==> config.mk <==
export PLATFORM = sky130hd
export DESIGN_NAME = hazard_ctrl
export DESIGN_NICKNAME = d
export VERILOG_FILES = /design/src/rtl/hazard_ctrl.sv
export SDC_FILE = /design/constraint.sdc
export NUM_CORES = 1
export LEC_CHECK = 0
export CORE_ASPECT_RATIO = 1.75
export CORE_MARGIN = 2
export CORE_UTILIZATION = 48
export CTS_BUF_LIST = sky130_fd_sc_hd__clkbuf_4 sky130_fd_sc_hd__clkbuf_8
export DETAILED_ROUTE_END_ITERATION = 10
export PLACE_DENSITY = 0.81
export SLEW_MARGIN = 20
export SYNTH_ARGS = -nofsm -noshare
export SYNTH_HDL_FRONTEND = slang
export SYNTH_SLANG_ARGS = --single-unit
==> constraint.sdc <==
create_clock -name clk_i -period 2.7 [get_ports clk_i]
set_clock_uncertainty 0.1 [all_clocks]
set_input_delay 0.405 -clock clk_i [delete_from_list [all_inputs] [get_ports clk_i]]
set_output_delay 0.405 -clock clk_i [all_outputs]
set_load 0.02 [all_outputs]
==> src/rtl/hazard_ctrl.sv <==
// hazard_ctrl: pipeline interlock controller for the 5-stage MIPS core.
// Resolves hazards that forwarding cannot cover:
//   - load-use: one bubble between a load in EX and its dependent in ID
//   - taken EX-stage branch: squash the two younger instructions
//   - data-memory wait: freeze the whole pipe until the access completes
// Decisions are combinational from (state, inputs). Only the FSM state,
// the wait-cycle counter, the sticky timeout flag and the stall-cycle
// counter are registered.
module hazard_ctrl #(
  parameter int REG_AW      = 5,   // register-index width
  parameter int MEM_TIMEOUT = 16,  // consecutive wait cycles before mem_err (>=2)
  parameter int CNT_W       = 16   // stall_cnt width
) (
  input  logic              clk_i,
  input  logic              rst_i,
  input  logic [REG_AW-1:0] IF_ID_rs,
  input  logic [REG_AW-1:0] IF_ID_rt,
  input  logic              IF_ID_uses_rt,
  input  logic [REG_AW-1:0] ID_EX_rt,
  input  logic              ID_EX_memread,
  input  logic              EX_br_taken,
  input  logic              MEM_req,
  input  logic              MEM_ready,
  output logic              pc_write,
  output logic              if_id_write,
  output logic              if_id_flush,
  output logic              id_ex_flush,
  output logic              pipe_hold,
  output logic              mem_wb_bubble,
  output logic              mem_err,
  output logic [CNT_W-1:0]  stall_cnt
);

  // Wide enough to hold MEM_TIMEOUT itself; the counter saturates there.
  localparam int TO_W = $clog2(MEM_TIMEOUT + 1);
  localparam logic [TO_W-1:0] TO_LIMIT = TO_W'(MEM_TIMEOUT);

  typedef enum logic [1:0] {
    RUN        = 2'd0,
    LOAD_STALL = 2'd1,
    MEM_WAIT   = 2'd2
  } state_t;

  state_t r_state;
  state_t w_state_next;

  logic [TO_W-1:0]  r_to_cnt;
  logic [TO_W-1:0]  w_to_next;
  logic             r_mem_err;
  logic [CNT_W-1:0] r_stall_cnt;

  logic w_rs_hit;
  logic w_rt_hit;
  logic w_load_use;
  logic w_mem_hold;

  logic w_pc_write;
  logic w_if_id_write;
  logic w_if_id_flush;
  logic w_id_ex_flush;
  logic w_pipe_hold;
  logic w_mem_wb_bubble;

  // Hazard detection. Register $zero is never a real dependency, so a
  // load targeting r0 cannot stall anything.
  always_comb begin
    w_rs_hit   = (ID_EX_rt == IF_ID_rs);
    w_rt_hit   = IF_ID_uses_rt && (ID_EX_rt == IF_ID_rt);
    w_load_use = ID_EX_memread && (ID_EX_rt != '0) && (w_rs_hit || w_rt_hit);
    // Once waiting, the freeze lasts until ready, even if the request
    // line wobbles, because the MEM stage is frozen on that access.
    w_mem_hold = !MEM_ready && (MEM_req || (r_state == MEM_WAIT));
  end

  // Per-cycle control decision, priority: memory wait > branch > load-use.
  always_comb begin
    w_pc_write      = 1'b1;
    w_if_id_write   = 1'b1;
    w_if_id_flush   = 1'b0;
    w_id_ex_flush   = 1'b0;
    w_pipe_hold     = 1'b0;
    w_mem_wb_bubble = 1'b0;
    w_state_next    = RUN;

    if (w_mem_hold) begin
      // Whole pipe frozen; a taken branch in EX is frozen with it and
      // will be seen again once the memory releases.
      w_pc_write      = 1'b0;
      w_if_id_write   = 1'b0;
      w_pipe_hold     = 1'b1;
      w_mem_wb_bubble = 1'b1;
      w_state_next    = MEM_WAIT;
    end else if (r_state == MEM_WAIT) begin
      // Release cycle: memory completed, pipe runs normally again.
      w_state_next = RUN;
    end else if (EX_br_taken) begin
      // Squash IF/ID and ID/EX; also kills a dependent load-use victim.
      w_if_id_flush = 1'b1;
      w_id_ex_flush = 1'b1;
      w_state_next  = RUN;
    end else if ((r_state == RUN) && w_load_use) begin
      // Insert exactly one bubble; LOAD_STALL suppresses a second one
      // because the load has moved on to MEM by then.
      w_pc_write    = 1'b0;
      w_if_id_write = 1'b0;
      w_id_ex_flush = 1'b1;
      w_state_next  = LOAD_STALL;
    end

    // While reset is asserted every control output is forced low,
    // without waiting for a clock edge.
    if (rst_i) begin
      w_pc_write      = 1'b0;
      w_if_id_write   = 1'b0;
      w_if_id_flush   = 1'b0;
      w_id_ex_flush   = 1'b0;
      w_pipe_hold     = 1'b0;
      w_mem_wb_bubble = 1'b0;
      w_state_next    = RUN;
    end
  end

  // Consecutive wait-cycle count, saturating at the timeout limit.
  always_comb begin
    w_to_next = '0;
    if (w_mem_hold) begin
      if (r_to_cnt == TO_LIMIT) begin
        w_to_next = r_to_cnt;
      end else begin
        w_to_next = r_to_cnt + TO_W'(1);
      end
    end
  end

  // FSM state register.
  always_ff @(posedge clk_i or posedge rst_i) begin
    if (rst_i) begin
      r_state <= RUN;
    end else begin
      r_state <= w_state_next;
    end
  end

  // Timeout tracking: mem_err latches once the wait run reaches the limit.
  always_ff @(posedge clk_i or posedge rst_i) begin
    if (rst_i) begin
      r_to_cnt  <= '0;
      r_mem_err <= 1'b0;
    end else begin
      r_to_cnt <= w_to_next;
      if (w_to_next == TO_LIMIT) begin
        r_mem_err <= 1'b1;
      end
    end
  end

  // Saturating count of cycles in which the PC did not advance.
  always_ff @(posedge clk_i or posedge rst_i) begin
    if (rst_i) begin
      r_stall_cnt <= '0;
    end else if (!w_pc_write && (r_stall_cnt != {CNT_W{1'b1}})) begin
      r_stall_cnt <= r_stall_cnt + CNT_W'(1);
    end
  end

  assign pc_write      = w_pc_write;
  assign if_id_write   = w_if_id_write;
  assign if_id_flush   = w_if_id_flush;
  assign id_ex_flush   = w_id_ex_flush;
  assign pipe_hold     = w_pipe_hold;
  assign mem_wb_bubble = w_mem_wb_bubble;
  assign mem_err       = r_mem_err;
  assign stall_cnt     = r_stall_cnt;

endmodule

==> flow_summary_export.csv, run 1 <==
group,metric,value,unit
routing,first_pass_iters,3,
routing,via_count,1173,
worst_setup_path,cp_max_fo,2,
min_path,hold_path.class,"reg -> reg",
timing,rsz0062_at_grt,"false",
synth,ys_ff_latch,24,
worst_setup_path,cp-end-kind,"primary output",
worst_setup_path,required,2.19,ns
finish,area_delta_synth_final,39.31,%
placement,dpl-instance-area,1958,um^2
worst_setup_path,r2r_slack,0.68,ns
synth,syn_area_per_cell,11.04,um^2
power,p_comb_share,39.1,%
timing,setup_viol_count_final,0,
timing,relSlewSlack,77.14,%
synth,synth_area,1458,um^2
die,die_area,3511,um^2
finish,layout_commonest_cell,"clkdlybuf4s50_1",
cts,cts_max_level,1,
die,initial_core_util,50.35,%
worst_setup_path,critPathKind,"in -> out",
job,cap_violations,0,
grt,grt_pass1_wl,5720,um
worst_setup_path,timing.rr.end,"stall_cnt[1]$_DFFE_PP0P_",
routing,wl_per_cell,16.48,um
worst_setup_path,arrival,2.12,ns
placement,dpl.hpwl,2653,um
cts,root_buffer,"clkbuf_8",
cts,cts_tree,"yes",
finish,drive_gt1_share,19.46,%
synth,synth_seq_area_share,41.20,%
timing,slew_viol_final,0,
die,pin_count,45,
cts,clock_sinks,24,
min_path,whs_endpoint,"stall_cnt[9]$_DFFE_PP0P_",
power,power_frac_clock,22.3,%
finish,most-common-layout-cells,"clkdlybuf4s50_1, xor2_1, dfrtp_1",
die,placementRows,26,
grt,overflow,0,
synth,syn_nets,157,
finish,finalInstanceArea,2031,um^2
cts,cts_hold_buf,0,
synth,ys_warn_count,0,
routing,final_antenna_net_count,0,
timing,worst_slack,0.07365,ns
cts,clk_latency,0.27,ns
worst_setup_path,cp-start-kind,"input pin",
worst_setup_path,r2r-start,"r_state[1]$_DFF_PP0_",
grt,grt_pass1_vias,1266,
synth,synthCells,132,
cts,cts_buffers,3,
cts,clk_pin_slew_worst_paths,0.08,ns
die,die_h,76.90,um
power,seqPwrFrac,38.6,%
min_path,holdCritStartpoint,"stall_cnt[9]$_DFFE_PP0P_",
power,power.density,695.9,nW/um^2
routing,via_per_inst,5.507,
power,p_int,0.9081,mW
power,p_sw_share,35.74,%
placement,dp_slack,-0.3323,ns
status,status,"completed",
min_path,min_path_cells,1,
grt,track_usage,22.24,%
power,switchingPower,0.5051,mW
grt,grt_antenna_before_repair,0,
timing,worst_pin_slew,0.3430,ns
finish,nNetsFinal,211,
timing,min_period_over_period,97.27,%
cts,clockBufferDepth,2,
die,core,2895,um^2
grt,grt_max_degree,25,
timing,hold_violations,0,
placement,gp_congestion,0.7401,
die,die_x,45.66,um
power,peakVddDrop,0.0006692,V
timing,timing.fmax,380.8,MHz
power,p_leak,0.8890,nW
synth,synth_cell_types,35,
routing,drc_errors,0,
placement,io_buffers,44,
worst_setup_path,rr_worst_depth,7,
timing,period_needed,2.626,ns
finish,n_antenna_cell,0,
routing,drtIter0Drc,10,
routing,drt-total-wl,3510,um
==> Yosys cell counts <==
cell | count | area [um^2]
xor2_1 | 26 | 227.7
dfrtp_1 | 24 | 600.6
nand3_1 | 8 | 40.04
nor3_2 | 8 | 80.08
nor2_1 | 7 | 26.28
and2_1 | 6 | 37.54
nand4_1 | 5 | 31.28
inv_1 | 4 | 15.01
nand2_1 | 4 | 15.01
nor4b_2 | 4 | 60.06
xnor2_1 | 4 | 35.03
buf_4 | 3 | 22.52
ha_1 | 3 | 37.54
and3_1 | 2 | 12.51
and4_1 | 2 | 17.52
nor3_1 | 2 | 10.01
nor4_2 | 2 | 25.02
a21oi_1 | 1 | 5.000
a31oi_1 | 1 | 6.260
a32oi_1 | 1 | 8.760
buf_2 | 1 | 5.000
buf_6 | 1 | 11.26
clkbuf_1 | 1 | 3.750
mux2_1 | 1 | 11.26
nand2_2 | 1 | 6.260
nand2b_1 | 1 | 6.260
nand3b_1 | 1 | 7.510
nor3b_2 | 1 | 12.51
nor4_4 | 1 | 21.27
nor4b_1 | 1 | 8.760
o211a_1 | 1 | 10.01
o211ai_1 | 1 | 7.510
o21bai_1 | 1 | 7.510
o31a_4 | 1 | 17.52
or4_1 | 1 | 7.510
==> routing by layer <==
layer  global-route usage, %  vias to the layer above  wire length (um)
li1                        -                      570                 -
met1                   25.65                      553              1320
met4                   10.59                        0                83
met5                       0                        -                 0
met3                   3.765                        7               227
met2                   37.46                       43              1878
==> registers in the layout, indices dropped and copies added (netlist names) <==
| register | cells |
|---|---|
| r_to_cnt | 5 |
| r_state | 2 |
| stall_cnt | 16 |
| mem_err | 1 |
==> kinds of logic (layout without fill, tap and decap cells) <==
logic type,after synthesis,after routing,share of synthesized area [%]
muxes,1,1,0.7725
DFF,24,24,41.20
xor gates and xnor gates,30,30,18.03
adders and majority gates,3,3,2.575
and+or+nand+nor,57,57,29.19
buffers and inverters,10,63,3.947
AOI/OAI and AO/OA,7,7,4.293
==> metrics by stage <==
step           TNS (ns)  power (mW)  hold slack, ns  std cells  utilization (%)
2_1_floorplan         0      0.8351          0.3248        132                -
3_3_place_gp    -0.9892       1.083          0.3589        207            67.63
3_5_place_dp     -1.536       1.103          0.3746        207            67.63
4_1_cts               0       1.425          0.3969        213            70.40
5_1_grt               0       1.487          0.4210        213            70.14
6_report              0       1.413          0.3893        213            70.14
==> what timing repair did <==
action / CTS / global route
endpoints found under the setup margin: 3 / 3
pin swaps: 1 / 2
setup buffers: 2 / 0
endpoints found under the hold margin: 0 / 0
resized for setup: 9 / 3
==> critical path, cell delays in order <==
cell and delay [ns]:
clkdlybuf4s50_1 0.44, or4_1 0.48, o211ai_1 0.24, buf_4 0.16, nor2_1 0.04, o211a_1 0.21, buf_2 0.16
==> how the worst max path moves through the flow <==
stage	from	endpoint	slack [ns]	cells after the start
final	ID_EX_rt[0]	id_ex_flush	0.07	7
after global placement	ID_EX_rt[3]	id_ex_flush	-0.30	6
after CTS	ID_EX_rt[0]	if_id_write	0.02	6
after global routing	ID_EX_rt[0]	id_ex_flush	0.006	7
after detailed placement	ID_EX_rt[3]	id_ex_flush	-0.33	6
after floorplan	ID_EX_rt[0]	pc_write	0.45	5
==> final cells by class <==
cell class | instances | area (um^2)
tap | 28 | 35.03
inverter | 4 | 15.01
clock buffer | 3 | 41.29
multi-input combinational | 98 | 799.5
timing repair buffer | 55 | 509.2
clock inverter | 1 | 30.03
sequential | 24 | 600.6
fill | 233 | 864.6
==> power by group through the flow <==
stage          clock (mW)  sequential (mW)  combinational, mW
4_1_cts             0.321            0.546              0.559
6_report            0.315            0.545              0.552
3_3_place_gp            0            0.544              0.539
5_1_grt             0.333            0.559              0.596
2_1_floorplan           0            0.626              0.209
3_5_place_dp            0            0.551              0.552
Power figures use the tool's default switching activity.
==> run 2: changes to the inputs <==
- CORE_MARGIN: 2 -> not set
==> run 2 against run 1 <==
The flow now finishes with violations (design-rule violations). Critical path type unchanged. Fmax is 1.6% lower. First-iteration DRC count grew to 5.0 times the previous value. Critical path depth is 1 lower. Highest routed layer unchanged. Sequential power hardly changed. Combinational power is 0.7% higher. Critical endpoint is now pc_write. Largest power group unchanged.
==> flow_summary_export.csv, run 2 (same netlist as run 1, synthesis figures left out) <==
group,metric,value,unit
timing,slew_viol_final,0,
worst_setup_path,critPathTopFamily,"buffers and inverters",
routing,wl_met3,257,um
worst_setup_path,timing.rr.end,"stall_cnt[9]$_DFFE_PP0P_",
power,p_leak,0.8812,nW
cts,cts_tree,"yes",
worst_setup_path,cp-start-kind,"input pin",
grt,grt_pass1_vias,1224,
power,p_comb_share,41.2,%
routing,drt-total-wl,3559,um
worst_setup_path,rr_worst_depth,6,
die,die_x,43.66,um
status,status,"finished, violations left",
grt,grt_max_degree,25,
die,die_h,74.90,um
finish,most-common-layout-cells,"clkdlybuf4s50_1, xor2_1, dfrtp_1",
cts,root_buffer,"clkbuf_8",
power,total_power,1.347,mW
timing,rsz0062_at_grt,"false",
timing,period_needed,2.669,ns
timing,setup_tns,0,ns
worst_setup_path,arrival,2.16,ns
routing,routedLengthMet1,1242,um
finish,area_delta_synth_final,38.63,%
placement,gp_congestion,0.7111,
status,violations,"design-rule violations",
routing,via_per_inst,5.745,
placement,dpl.hpwl,2742,um
cts,cts_buffers,3,
grt,grt_antenna_before_repair,0,
die,die_area,3270,um^2
finish,stdcell_count,212,
routing,first_pass_iters,7,
worst_setup_path,slowest_stage,"clkdlybuf4s50_1",
worst_setup_path,slowest_delay,0.47,ns
routing,routed-wl-met2,1953,um
worst_setup_path,r2r_slack,0.51,ns
power,peakVddDrop,0.0006082,V
finish,largest_reg_flops,16,
min_path,hold_path.class,"reg -> reg",
power,seqPwrFrac,40.5,%
die,pin_count,45,
timing,relSlewSlack,71.05,%
worst_setup_path,critPathKind,"in -> out",
placement,io_buffers,44,
timing,min_period_over_period,98.86,%
timing,worst_pin_slew,0.4319,ns
worst_setup_path,cp_max_fo,4,
die,initial_core_util,50.35,%
routing,drtIter0Drc,50,
cts,clk_latency,0.27,ns
worst_setup_path,path_cells,"clkdlybuf4s50_1 > xor2_1 > nor4_2 > a32oi_2 > o31a_4 > buf_2",
worst_setup_path,cp-end-kind,"primary output",
grt,overflow,0,
routing,final_antenna_net_count,0,
routing,drc_errors,7,
worst_setup_path,r2r-start,"stall_cnt[2]$_DFFE_PP0P_",
grt,grt_pass1_wl,5485,um
timing,holdWs,0.3973,ns
min_path,holdCritStartpoint,"stall_cnt[15]$_DFFE_PP0P_",
power,power.density,666.6,nW/um^2
timing,hold_violations,0,
finish,layout_commonest_cell,"clkdlybuf4s50_1",
cts,clock_sinks,24,
worst_setup_path,path_buf_inv,2,
cts,clockBufferDepth,2,
grt,track_usage,23.03,%
min_path,min_path_cells,1,
cts,cts_hold_buf,0,
finish,nNetsFinal,210,
die,placementRows,26,
finish,fin_util,69.79,%
routing,via_count,1218,
routing,wl_per_cell,16.79,um
power,p_int,0.8416,mW
power,switchingPower,0.5053,mW
cts,clk_pin_slew_worst_paths,0.08,ns
timing,setup_viol_count_final,0,
min_path,whs_endpoint,"stall_cnt[15]$_DFFE_PP0P_",
job,cap_violations,0,
power,p_sw_share,37.52,%
routing,highest_layer,"met4",
worst_setup_path,required,2.19,ns
cts,cts_max_level,1,
timing,timing.fmax,374.6,MHz
die,core,2895,um^2
finish,n_antenna_cell,0,
placement,dp_cells,207,
power,power_frac_clock,18.2,%
finish,drive_gt1_share,20.11,%
run 2: cell count changes in the layout (fill, tap and decap cells not counted), sizes merged:
| cell | previous run | this run |
|---|---|---|
| clkbuf | 5 | 4 |
| buf | 12 | 13 |
| clkdlybuf4s50 | 39 | 40 |
| dlygate4sd2 | 1 | 0 |
| bufinv | 1 | 0 |
run 2: power by group through the flow:
| stage | clock, mW | sequential [mW] | combinational (mW) |
|---|---|---|---|
| 5_1_grt | 0.259 | 0.560 | 0.587 |
| 6_report | 0.246 | 0.546 | 0.556 |
| 3_3_place_gp | 0 | 0.544 | 0.539 |
| 4_1_cts | 0.248 | 0.546 | 0.560 |
| 3_5_place_dp | 0 | 0.551 | 0.556 |
| 2_1_floorplan | 0 | 0.626 | 0.209 |
run 2: how the worst max path moves through the flow:
| stage | cells after the start | from | to |
|---|---|---|---|
| floorplan | 5 | ID_EX_rt[0] | pc_write |
| global placement | 6 | ID_EX_rt[3] | id_ex_flush |
| detailed placement | 6 | ID_EX_rt[2] | pc_write |
| CTS | 6 | ID_EX_rt[3] | id_ex_flush |
| global route | 6 | ID_EX_rt[2] | if_id_write |
| finish | 6 | ID_EX_rt[2] | pc_write |
run 2: per-layer routing:
layer,up-vias,track usage (%)
li1,559,-
met1,591,22.27
met2,57,45.44
met3,11,3.357
met4,0,11.11
met5,-,0
run 2: repair_timing:
action | 4_1_cts | 5_1_grt
setup endpoints to repair | 3 | 3
gates resized for setup | 12 | 3
pin swaps | 3 | 2
setup buffers | 1 | 0
run 2: stage by stage:
step,instance area [um^2],setup slack (ns)
after global placement,1958,-0.2936
after floorplan,1458,0.4548
final,2021,0.03067
after CTS,2019,0.03512
after global routing,2021,0.01712
after detailed placement,1958,-0.3237
run 2: area by class of cell:
| type | count | area [um^2] |
|---|---|---|
| Tap cell | 28 | 35.03 |
| Multi-Input combinational cell | 98 | 812.0 |
| Clock buffer | 4 | 55.05 |
| Timing Repair Buffer | 54 | 503.0 |
| Inverter | 4 | 15.01 |
| Sequential cell | 24 | 600.6 |
| Fill cell | 228 | 874.6 |
==> run 3: changes to the inputs <==
- CORE_MARGIN: not set -> 5
- CORE_UTILIZATION: 48 -> 43
- GPL_TIMING_DRIVEN: not set -> 0
- PLACE_DENSITY: 0.81 -> 0.77
- clock period: 2.7 -> 2.4 ns (I/O delays scaled with it)
==> run 3 against run 2 <==
The run now ends clean. Non-clock buffer count up 15. Total power up 22%. First-iteration DRC count down 74%. Sequential cell count unchanged. Register-to-register slack worse by 0.46 ns. Combinational power up 19%. Sequential share of layout area down 2.5 points. Die area up 44%. Clock-buffer cell count down 1.
==> flow_summary_export.csv, run 3 (same netlist as run 1, synthesis figures left out) <==
group,metric,value,unit
timing,relSlewSlack,61.66,%
worst_setup_path,r2r_slack,0.05,ns
timing,period_needed,2.350,ns
timing,worst_slack,0.04976,ns
grt,track_usage,19.73,%
worst_setup_path,r2r-start,"r_state[0]$_DFF_PP0_",
cts,cts_tree,"yes",
finish,stdcell_count,245,
die,placementRows,28,
finish,drive_gt1_share,33.50,%
worst_setup_path,required,1.94,ns
die,core,3328,um^2
worst_setup_path,arrival,1.89,ns
finish,largest_reg_flops,16,
placement,dpl.hpwl,2710,um
placement,dp_slack,-0.8922,ns
routing,wl_per_cell,17.09,um
timing,timing.fmax,425.5,MHz
power,p_leak,1.003,nW
routing,drt-total-wl,4188,um
grt,grt_pass1_vias,1463,
routing,via_count,1264,
grt,grt_max_degree,15,
cts,cts_hold_buf,0,
cts,root_buffer,"clkbuf_8",
timing,holdWs,0.3906,ns
routing,drc_errors,0,
timing,worst_pin_slew,0.5720,ns
worst_setup_path,cp-end-kind,"primary output",
timing,setup_viol_count_final,0,
timing,setup_tns,0,ns
finish,fin_util,66.20,%
routing,drtIter0Drc,13,
worst_setup_path,cp_max_fo,5,
grt,grt_pass1_wl,6920,um
placement,dp_cells,221,
placement,gp_congestion,0.8007,
timing,min_period_over_period,97.93,%
cts,clock_sinks,24,
placement,io_buffers,44,
worst_setup_path,critPathKind,"in -> out",
routing,via_per_inst,5.159,
cts,cts_max_level,1,
routing,final_antenna_net_count,0,
finish,layout_commonest_cell,"clkdlybuf4s50_1",
cts,clk_latency,0.27,ns
grt,overflow,0,
worst_setup_path,rr_worst_depth,13,
die,initial_core_util,43.80,%
die,die_h,87.02,um
power,seqPwrFrac,37.4,%
power,switchingPower,0.5938,mW
cts,cts_buffers,3,
worst_setup_path,timing.rr.end,"r_state[0]$_DFF_PP0_",
routing,first_pass_iters,4,
timing,hold_violations,0,
grt,grt_antenna_before_repair,0,
status,status,"completed",
min_path,hold_path.class,"reg -> reg",
power,p_sw_share,36.25,%
die,die_area,4700,um^2
finish,area_delta_synth_final,51.16,%
die,pin_count,45,
timing,slew_viol_final,0,
power,power.density,743.4,nW/um^2
power,p_comb_share,40.5,%
worst_setup_path,cp-start-kind,"input pin",
worst_setup_path,startpoint,"ID_EX_rt[0]",
finish,n_antenna_cell,0,
die,die_x,54.01,um
cts,clockBufferDepth,2,
finish,most-common-layout-cells,"clkdlybuf4s50_1, buf_4, xor2_1, dfrtp_1, nor3_2",
power,p_int,1.044,mW
finish,fillCellCount,271,
power,power_frac_clock,22.1,%
job,cap_violations,0,
worst_setup_path,critPathCapture,"pc_write",
finish,nNetsFinal,226,
cts,clk_pin_slew_worst_paths,0.09,ns
power,peakVddDrop,0.0007847,V
==> run 3: metal layers <==
metal	part of all wire, %	routed length [um]	vias to the layer above	global-route usage, %
met3	7.5	314	8	4.117
met4	2.0	84	0	7.256
met5	0	0	-	0
met2	55	2306	44	36.53
li1	-	-	596	-
met1	35	1482	616	20.72
==> run 3: worst min-delay path by stage <==
stage                     cells past startpoint             endpoint                start  slack [ns]
after CTS                                     1  mem_err$_DFFE_PP0N_  mem_err$_DFFE_PP0N_        0.39
final                                         1  mem_err$_DFFE_PP0N_  mem_err$_DFFE_PP0N_        0.39
after global placement                        1  mem_err$_DFFE_PP0N_  mem_err$_DFFE_PP0N_        0.36
after detailed placement                      1  mem_err$_DFFE_PP0N_  mem_err$_DFFE_PP0N_        0.37
after global routing                          1  mem_err$_DFFE_PP0N_  mem_err$_DFFE_PP0N_        0.42
after floorplan                               1  mem_err$_DFFE_PP0N_                rst_i        0.28
==> run 3: worst max-delay path, stage by stage <==
cell and delay [ns]:
clkbuf_2 0.12, or4_4 0.54, o211ai_1 0.22, buf_4 0.16, buf_4 0.10, o31a_4 0.16, buf_4 0.12, buf_6 0.10
==> run 3: layout make-up <==
cell class / instances / area [um^2] / share of cell area (%)
tap: 45 / 56.30 / 2.555
sequential: 24 / 600.6 / 27.26
multi-input combinational: 98 / 862.1 / 39.13
clock buffer: 3 / 41.29 / 1.874
timing repair buffer: 64 / 558.0 / 25.33
clock inverter: 1 / 30.03 / 1.363
timing repair inverter: 1 / 5.005 / 0.2271
buffer: 5 / 31.28 / 1.420
inverter: 4 / 18.77 / 0.8518
==> run 3: repair_timing <==
item	CTS	global route
cloned	1	0
setup buffers	18	4
pin swaps	4	10
endpoints found under the setup margin	10	5
gates resized for setup	43	20
==> run 3: power by group through the flow <==
| stage | combinational, mW | sequential (mW) | clock [mW] |
|---|---|---|---|
| floorplan | 0.235 | 0.705 | 0 |
| global placement | 0.613 | 0.613 | 0 |
| detailed placement | 0.625 | 0.617 | 0 |
| CTS | 0.663 | 0.613 | 0.364 |
| global route | 0.711 | 0.633 | 0.382 |
| finish | 0.664 | 0.613 | 0.361 |
==> run 3: stage by stage <==
| step | power, mW | area (um^2) |
|---|---|---|
| 2_1_floorplan | 0.9395 | 1458 |
| 3_3_place_gp | 1.226 | 1954 |
| 3_5_place_dp | 1.242 | 1954 |
| 4_1_cts | 1.641 | 2187 |
| 5_1_grt | 1.726 | 2203 |
| 6_report | 1.638 | 2203 |
==> RTL change, RTL diff (settings of run 1) <==
Set the parameter `REG_AW` to 6 (it was 5).
--- a/src/rtl/hazard_ctrl.sv
+++ b/src/rtl/hazard_ctrl.sv
@@ -9,3 +9,3 @@
 module hazard_ctrl #(
-  parameter int REG_AW      = 5,   // register-index width
+  parameter int REG_AW      = 6,   // register-index width
   parameter int MEM_TIMEOUT = 16,  // consecutive wait cycles before mem_err (>=2)
Interface: changed (resized ID_EX_rt, IF_ID_rs and IF_ID_rt); port bits go from 45 to 48. The function was not compared with the original's and may differ.
==> RTL change against run 1 <==
Wire length fell by 5.4%. Area after synthesis is 8.0% lower. Cell count rose by 1.4%. Total power grew 1.3%. Sequential cell count unchanged. Cell area fell by 3.7%. Setup slack improved by 0.019 ns. Synthesized cell count grew 1.5%. Critical endpoint is now stall_cnt[13]$_DFFE_PP0P_. Largest cell class unchanged.
==> RTL change: results (changes against run 1) <==
Parameter                              Value

Run status
  Outcome    finished, final reports clean

Synth
  Distinct cells, synth    29 (-17%)
  Syn nets    162 (+3.2%)
  Synth top area cells    sky130_fd_sc_hd__dfrtp_1 (45%), sky130_fd_sc_hd__xnor2_1 (14%), sky130_fd_sc_hd__xor2_1 (6.5%)
  Register area share after synthesis    44.8% (+3.6 points)

Setup path
  Worst-path maximum fanout    8 (+6)
  Slack of the worst reg-to-reg path    0.40 ns (-0.28 ns)
  Data arrival time of the critical path    2.67 ns (+0.55 ns)
  Cell with the largest stage delay on the worst path    sky130_fd_sc_hd__or4_4
  Logic depth of the worst register-to-register path    8 (+1)
  Setup crit start    ID_EX_rt[2]
  Max stage delay on crit path    0.53 ns (+0.05 ns)
  Crit path capture    stall_cnt[13]$_DFFE_PP0P_
  Capture point of the worst reg-to-reg path    stall_cnt[13]$_DFFE_PP0P_

Routing
  Detailed-router iteration count before antenna repair    4 (+1)
  Number of vias per cell after detailed routing    5.64 (+2.5%)
  Drt initial violations    32 (+22)
  Per-cell routed wire length    15.4 µm (-6.7%)

Layout
  Fraction of layout instances using a drive strength above 1    12.2% (-7.3 points)
  Total number of nets in the final design    218 (+3.3%)

Placement
  Final weighted congestion in routability-driven placement    0.754 (+1.8%)
  Port-buffer cells    47 (+6.8%)
  Estimated wirelength of the detail-placed design    2570 µm (-3.2%)
  Post-placement cell area    1860 µm² (-4.8%)

Pwr
  Static leakage    0.845 nW (-4.9%)
  Worst IR Drop VDD    0.608 mV (-9.1%)

STA
  Measured slew at the worst slew-check pin    0.421 ns (+0.0779 ns)

Hold path
  Worst hold path class    reg -> reg

Global routing
  Global-route wire length before repair    5330 µm (-6.9%)
  Number of global-route vias before repair    1,249 (-1.3%)
  Total GRT Usage    21.9% (-0.33 points)
  Largest net degree at the start of global routing    25 (unchanged)

Clocking
  Clock tree root driver cell    sky130_fd_sc_hd__clkbuf_8
==> RTL change: changes by cell type after synthesis, moves of 3 or more <==
cell                      delta
sky130_fd_sc_hd__nor3_2      -8
sky130_fd_sc_hd__nor4b_2     -4
sky130_fd_sc_hd__nand2_1     +9
sky130_fd_sc_hd__nor3_1      +3
sky130_fd_sc_hd__nand4_1     +4
sky130_fd_sc_hd__xor2_1     -16
sky130_fd_sc_hd__xnor2_1    +17
sky130_fd_sc_hd__nor2_1      +6
sky130_fd_sc_hd__and2_1      -3
==> RTL change: worst min-delay path by stage <==
| stage | depth (start not counted) | start | endpoint |
|---|---|---|---|
| CTS | 1 | mem_err$_DFFE_PP0N_ | mem_err$_DFFE_PP0N_ |
| finish | 1 | mem_err$_DFFE_PP0N_ | mem_err$_DFFE_PP0N_ |
| floorplan | 1 | rst_i | mem_err$_DFFE_PP0N_ |
| detailed placement | 1 | mem_err$_DFFE_PP0N_ | mem_err$_DFFE_PP0N_ |
| global route | 1 | mem_err$_DFFE_PP0N_ | mem_err$_DFFE_PP0N_ |
| global placement | 1 | mem_err$_DFFE_PP0N_ | mem_err$_DFFE_PP0N_ |
==> RTL change: cells by family after synthesis <==
kind of cell,Yosys count,synth area share [%]
AOI/OAI and AO/OA,9,5.41
xor gates and xnor gates,32,21.5
adders and majority gates,3,2.80
buffers and inverters,6,2.80
DFF,24,44.8
and+or+nand+nor,60,22.8
==> RTL change: timing repair <==
| item | in CTS | in global routing |
|---|---|---|
| resized for setup | 9 | 9 |
| setup endpoints to repair | 3 | 10 |
| hold buffers | 0 | 0 |
| setup buffers | 0 | 1 |
| pin swaps | 0 | 4 |
| hold endpoints to repair | 0 | 0 |
==> RTL change: area by class of cell <==
| cell class | count | area, µm² |
|---|---|---|
| fillers | 204 | 734 |
| multi-input cells | 104 | 727 |
| flip-flops and latches | 24 | 601 |
| repair buffers | 54 | 512 |
| clock buffers | 3 | 41.3 |
| well taps | 27 | 33.8 |
| clock inverters | 1 | 30.0 |
| inverters | 3 | 11.3 |
==> RTL change: power breakdown <==
part | total (W) | leakage (nW) | switching, W | internal (W)
Combinational | 0.000544 | 0.506 | 0.000267 | 0.000277
Sequential | 0.000571 | 0.304 | 0.000125 | 0.000447
Clock | 0.000317 | 0.0357 | 0.000118 | 0.000198
==> RTL change: per-stage QoR <==
stage | setup WS, ns | std cells | hold slack (ns)
global placement | -0.403 | 211 | 0.343
global route | 0.00360 | 216 | 0.376
CTS | -0.0437 | 215 | 0.365
finish | 0.0923 | 216 | 0.361
floorplan | 0.429 | 134 | 0.328
detailed placement | -0.407 | 211 | 0.345
==> RTL change: routing by layer <==
metal	track usage, %	share of wire (%)	wire length, µm
met1	24.2	37	1240
met4	8.75	1.3	44
met2	39.5	53	1770
met5	0	0	0
met3	4.85	8.2	273
